File: config.mk
export PLATFORM = sky130hd
export DESIGN_NAME = fwd_clr_pipe_n
export DESIGN_NICKNAME = d
export VERILOG_FILES = /design/src/rtl/fwd_clr_pipe_n.sv
export SDC_FILE = /design/constraint.sdc
export NUM_CORES = 1
export LEC_CHECK = 0
export BUFFER_PORTS_ARGS = -buffer_cell sky130_fd_sc_hd__buf_2
export CAP_MARGIN = 20
export CELL_PAD_IN_SITES_DETAIL_PLACEMENT = 1
export CELL_PAD_IN_SITES_GLOBAL_PLACEMENT = 2
export CORE_UTILIZATION = 37
export CTS_BUF_LIST = sky130_fd_sc_hd__clkbuf_8 sky130_fd_sc_hd__clkbuf_16
export CTS_CLUSTER_DIAMETER = 200
export CTS_CLUSTER_SIZE = 20
export DETAILED_ROUTE_END_ITERATION = 8
export GPL_TIMING_DRIVEN = 1
export PLACE_DENSITY_LB_ADDON = 0.1
export SLEW_MARGIN = 10
export SYNTH_ARGS = -nofsm -noshare
export SYNTH_HDL_FRONTEND = slang
export SYNTH_SLANG_ARGS = --single-unit
File: constraint.sdc
create_clock -name clk -period 44.7 [get_ports clk]
set_input_delay 2.235 -clock clk [delete_from_list [all_inputs] [get_ports clk]]
set_output_delay 2.235 -clock clk [all_outputs]
set_load 0.1 [all_outputs]
File: src/rtl/fwd_clr_pipe_n.sv
// DEPTH-stage valid/ready register pipe with bubble collapse, optional input skid and sync clear.
// Latency DEPTH cycles; ready ripples from b_ready_in (SKID_EN=0) or is a register (SKID_EN=1).
module fwd_clr_pipe_n #(
    parameter int DATA_W   = 256,
    parameter int DEPTH    = 2,
    parameter bit SKID_EN  = 1'b0,
    parameter bit CLR_DATA = 1'b1,
    parameter int CNT_W    = $clog2(DEPTH + 2)
) (
    input  logic              clk,
    input  logic              rst,
    input  logic              clr,
    input  logic              f_valid_in,
    input  logic [DATA_W-1:0] f_data_in,
    output logic              f_ready_out,
    output logic              b_valid_out,
    output logic [DATA_W-1:0] b_data_out,
    input  logic              b_ready_in,
    output logic [CNT_W-1:0]  occ_cnt,
    output logic              empty
);

    logic [DEPTH-1:0]  v;
    logic [DATA_W-1:0] d [DEPTH];
    logic [DEPTH-1:0]  rdy;
    logic [DEPTH-1:0]  in_v;
    logic [DATA_W-1:0] in_d [DEPTH];
    logic              fe_v;
    logic [DATA_W-1:0] fe_d;
    logic              up_xfer;
    logic              dn_xfer;

    // Stage i can move when any stage from i to the output has a hole, or the sink takes a beat.
    always_comb begin
        logic all_full;
        all_full = 1'b1;
        rdy      = '0;
        for (int i = DEPTH - 1; i >= 0; i--) begin
            all_full = all_full & v[i];
            rdy[i]   = ~all_full | b_ready_in;
        end
    end

    always_comb begin
        in_v    = '0;
        in_v[0] = fe_v;
        in_d[0] = fe_d;
        for (int i = 1; i < DEPTH; i++) begin
            in_v[i] = v[i-1];
            in_d[i] = d[i-1];
        end
    end

    always_ff @(posedge clk or posedge rst) begin
        if (rst) begin
            v <= '0;
            for (int i = 0; i < DEPTH; i++) d[i] <= '0;
        end else if (clr) begin
            v <= '0;
            if (CLR_DATA) begin
                for (int i = 0; i < DEPTH; i++) d[i] <= '0;
            end
        end else begin
            for (int i = 0; i < DEPTH; i++) begin
                if (rdy[i]) begin
                    v[i] <= in_v[i];
                    if (in_v[i]) d[i] <= in_d[i];
                end
            end
        end
    end

    if (SKID_EN) begin : g_skid
        logic              skid_valid;
        logic [DATA_W-1:0] skid_data;

        always_ff @(posedge clk or posedge rst) begin
            if (rst) begin
                skid_valid <= 1'b0;
                skid_data  <= '0;
            end else if (clr) begin
                skid_valid <= 1'b0;
                if (CLR_DATA) skid_data <= '0;
            end else if (f_valid_in & ~skid_valid & ~rdy[0]) begin
                skid_valid <= 1'b1;
                skid_data  <= f_data_in;
            end else if (skid_valid & rdy[0]) begin
                skid_valid <= 1'b0;
            end
        end

        // A held skid beat always goes first so ordering is preserved.
        assign fe_v        = skid_valid | f_valid_in;
        assign fe_d        = skid_valid ? skid_data : f_data_in;
        assign f_ready_out = ~skid_valid;
    end else begin : g_noskid
        assign fe_v        = f_valid_in;
        assign fe_d        = f_data_in;
        assign f_ready_out = rdy[0];
    end

    assign up_xfer = f_valid_in & f_ready_out;
    assign dn_xfer = b_valid_out & b_ready_in;

    always_ff @(posedge clk or posedge rst) begin
        if (rst) begin
            occ_cnt <= '0;
        end else if (clr) begin
            occ_cnt <= '0;
        end else if (up_xfer & ~dn_xfer) begin
            occ_cnt <= occ_cnt + CNT_W'(1);
        end else if (~up_xfer & dn_xfer) begin
            occ_cnt <= occ_cnt - CNT_W'(1);
        end
    end

    assign b_valid_out = v[DEPTH-1];
    assign b_data_out  = d[DEPTH-1];
    assign empty       = (occ_cnt == '0);

endmodule

Word level (Yosys, flattened, before mapping)

Index checks and enable logic that the tools add are counted.

Add/subtract/negate cells: 2
Multiplexer cells: 11
Bitwise gates (word level): 11
Reduce and logical (&&, ||, !) cells: 8

Operators by type and width:

| kind                                              | count |
|---|---|
| 2-to-1 mux 256 bit                                | 4 |
| 2-to-1 mux 512 bit                                | 1 |
| 2-to-1 mux 2 bit                                  | 4 |
| nonzero test 2 bit                                | 4 |
| AND 1 bit                                         | 5 |
| inverter 1 bit                                    | 4 |
| AND reduction 2 bit                               | 2 |
| nonzero test 3 bit                                | 1 |
| adder 2 x 1 -> 2 bit (second input constant)      | 1 |
| logical NOT 2 bit                                 | 1 |
| 2-to-1 mux 1 bit                                  | 2 |
| bitwise OR 1 bit                                  | 2 |
| subtractor 2 x 1 -> 2 bit (second input constant) | 1 |

Bits in registers: 516
Input port bits: 261
Output and inout port bits: 261
Word-level logic and storage cells: 37

Depth between registers and ports, before layout

Depth in word-level cells: 9
Mapped depth: 5
Depth with buffers taken out: 3

Worst setup path before layout

Ideal clock, no wire load.

Kind: input -> output
Start point: input port b_ready_in
End point: output port f_ready_out
Arrival time: 3.070 ns
Data required time: 42.465 ns
Slack: 39.395 ns
Cell stages on the path: 1
Path buffers: 0
Cell sequence: nand3b_1

Longest elaborated chain between the ends: 1

Ends and longest elaborated chain:

| item             | RTL line | RTL |
|---|---|---|
| from (decl)      | 18       | `input logic b_ready_in,` |
| bitwise OR 1 bit | 40       | `rdy[i] = ~all_full \| b_ready_in;` |
| to (decl)        | 15       | `output logic f_ready_out,` |

Every way passes these cells.

Worst setup path after layout

Ends and elaborated chain as after synthesis.

==> flow_metrics.env <==
export IMPL_status="complete, no violations"
export IMPL_port_buffers=521
export IMPL_placed_area_um2=21200
export IMPL_start_util_pct=37.8
export IMPL_final_area_um2=22000
export IMPL_synth_top_family_by_area="compound AO/OA/AOI/OAI gates"
export IMPL_post_dp_hpwl_um=36600
export IMPL_drc=0
export IMPL_crit_path_start_kind="input pin"
export IMPL_min_period_over_period_pct=11.8
export IMPL_cts_root_buf="clkbuf_16"
export IMPL_fin_nets=1883
export IMPL_final_cells=2323
export IMPL_worst_slew_pin_slew_ns=1.11
export IMPL_regArea_um2=12900
export IMPL_final_common_cell="buf_2"
export IMPL_grt_pass1_wl_um=88000
export IMPL_ios=522
export IMPL_dr_pass1_iters=4
export IMPL_synth_seq_cells=516
export IMPL_vias=12400
export IMPL_hold_buffers=0
export IMPL_rr_worst_depth=5
export IMPL_yosys_area_share_xor_xnor_pct=0
export IMPL_synth_top_area_cell="dfrtp_1"
export IMPL_core_area_um2=53000
export IMPL_multi_input_area_um2=4670
export IMPL_die_h_um=235
export IMPL_slew_headroom_pct=26.3
export IMPL_finalHoldViolCount=0
export IMPL_r2r_start="v[1]$_DFFE_PP0P_"
export IMPL_cts_made_buffers=29
export IMPL_seq_area_frac_synth_pct=64.5
export IMPL_fp_dieW_um=235
export IMPL_drt_initial_drc_count=812
export IMPL_layout_common_cells="buf_2 (521), dfrtp_1 (516), a22o_1 (512)"
export IMPL_cp_max_fo=6
export IMPL_hold_ws_ns=0.490
export IMPL_vias_per_cell=5.32
export IMPL_critPathCaptureType="output port"
export IMPL_routedWlPerCell_um=24.7
export IMPL_cp_arrival_ns=3.06
export IMPL_overflow=0
export IMPL_ant_nets=0
export IMPL_synth_compound_area_share_pct=22.6
export IMPL_setup_viol=0
export IMPL_placementRows=84
export IMPL_yosysWarnings=0
export IMPL_max_clock_freq_mhz=189
export IMPL_drive_gt1_share_pct=35.5
export IMPL_insertion_delay_ns=0.59
export IMPL_place_congestion=0.776
export IMPL_holdPathEnd="b_data_out[125]$_DFFE_PP0P_"
export IMPL_synthSimpleGateAreaFrac_pct=0.475
export IMPL_r2r_slack_ns=41.50
export IMPL_p_leak_nw=11.8
export IMPL_min_from="d[381]$_DFFE_PP0P_"
export IMPL_muxShareOfSynthArea_pct=0.112
export IMPL_rsz0062_at_grt="no"
export IMPL_clk_path_buf_depth=3
export IMPL_reg2reg_to="b_data_out[81]$_DFFE_PP0P_"
export IMPL_synthCells=1421
export IMPL_tritoncts="built"
export IMPL_synth_fa_ha_area_share_pct=0
export IMPL_synth_nets=1682
export IMPL_syn_area_um2=20000
export IMPL_synth_top_area_share_pct=64.5
export IMPL_period_needed_ns=5.29
export IMPL_antenna_found_initial=23
export IMPL_dp_cells=2278
export IMPL_min_path_cells=1
export IMPL_cp_required_ns=42.46
export IMPL_drv_cap=0
export IMPL_synth_area_leaders="dfrtp_1 (64%), a22o_1 (22%), buf_4 (9.6%)"
export IMPL_synth_cell_type_count=18
export IMPL_syn_avg_cell_area_um2=14.1
export IMPL_fin_tns_setup_ns=0
export IMPL_cts_resized=0
export IMPL_skew_ns=0.0123
export IMPL_drv_slew=0
export IMPL_synthToLayoutAreaGrowth_pct=10.1
export IMPL_worstHoldPathType="flop to flop"
export IMPL_nFillCells=5546
export IMPL_wirelength_um=57300
export IMPL_grt_max_degree=182
export IMPL_cts_htree_levels=1
export IMPL_vdd_drop_max_uv=27.9
export IMPL_post_cts_setup_buffers=0
export IMPL_track_usage_pct=20.6
export IMPL_die_area_um2=55000
export IMPL_p_total_mw=0.881
export IMPL_power_density_nw_per_um2=40.0
export IMPL_worstSetupPathType="input pin to output port"
export IMPL_cts_sinks=516
export IMPL_grt_pass1_vias=13100
export IMPL_clk_pin_slew_ns=0.08
state kept, by name, summed over array words and instances (netlist names):
name / flops
b_data_out: 256
d: 256
occ_cnt: 2
v: 2
cell type report:
cell class	count	share of cell area, %
antenna	14	0.159
timing repair buffer	539	12.7
clock buffer	29	3.29
sequential	516	58.6
tap	688	3.90
inverter	2	0.0681
multi-input combinational	534	21.2
clock inverter	1	0.136
synthesized netlist by cell type:
cell type	instances
a21oi_1	3
a21oi_2	1
a22o_1	512
a31oi_1	1
and3b_1	1
buf_2	95
buf_4	256
clkbuf_1	18
dfrtp_1	516
inv_1	2
mux2_2	2
nand2b_1	1
nand3b_1	1
nor2_1	5
nor2b_1	3
nor3b_2	2
nor4bb_1	1
o21ai_0	1
cells by family (layout without fill, tap and decap cells):
| group | count (synthesis) | count (layout) |
|---|---|---|
| and+or+nand+nor | 14 | 14 |
| buffers and inverters | 371 | 571 |
| DFF | 516 | 516 |
| AOI/OAI and AO/OA | 518 | 518 |
| muxes | 2 | 2 |
| other | 0 | 14 |
power by group:
part	internal [mW]	total, mW	switching, mW
registers	0.485	0.496	0.0110
logic	0.0281	0.114	0.0856
clock network	0.121	0.271	0.150
metal layers:
| layer | vias up | wire length, um | global-route usage (%) |
|---|---|---|---|
| met5 | - | 146 | 0 |
| met1 | 6566 | 24200 | 27.3 |
| met3 | 82 | 3820 | 6.05 |
| met2 | 307 | 27600 | 32.8 |
| li1 | 5390 | - | - |
| met4 | 22 | 1510 | 6.04 |
how the worst max path moves through the flow:
stage / startpoint / endpoint / slack [ns] / cells past startpoint
floorplan: rst / b_data_out[0]$_DFFE_PP0P_ / 28.05 / 1
CTS: b_ready_in / f_ready_out / 39.40 / 3
global route: rst / b_data_out[153]$_DFFE_PP0P_ / 39.31 / 5
global placement: rst / b_data_out[146]$_DFFE_PP0P_ / 39.12 / 5
finish: b_ready_in / f_ready_out / 39.41 / 3
detailed placement: rst / b_data_out[146]$_DFFE_PP0P_ / 39.03 / 5
critical path, cell delays in order:
cell and delay (ns):
buf_2 0.12, nand3b_1 0.23, buf_2 0.48
per-stage QoR:
stage               setup WS (ns)  utilization [%]
global route                39.31             41.6
global placement            39.12             40.1
CTS                         39.40             41.5
detailed placement          39.03             40.1
finish                      39.41             41.6
floorplan                   28.05                -
No activity file was read; power rests on OpenSTA's default activity.
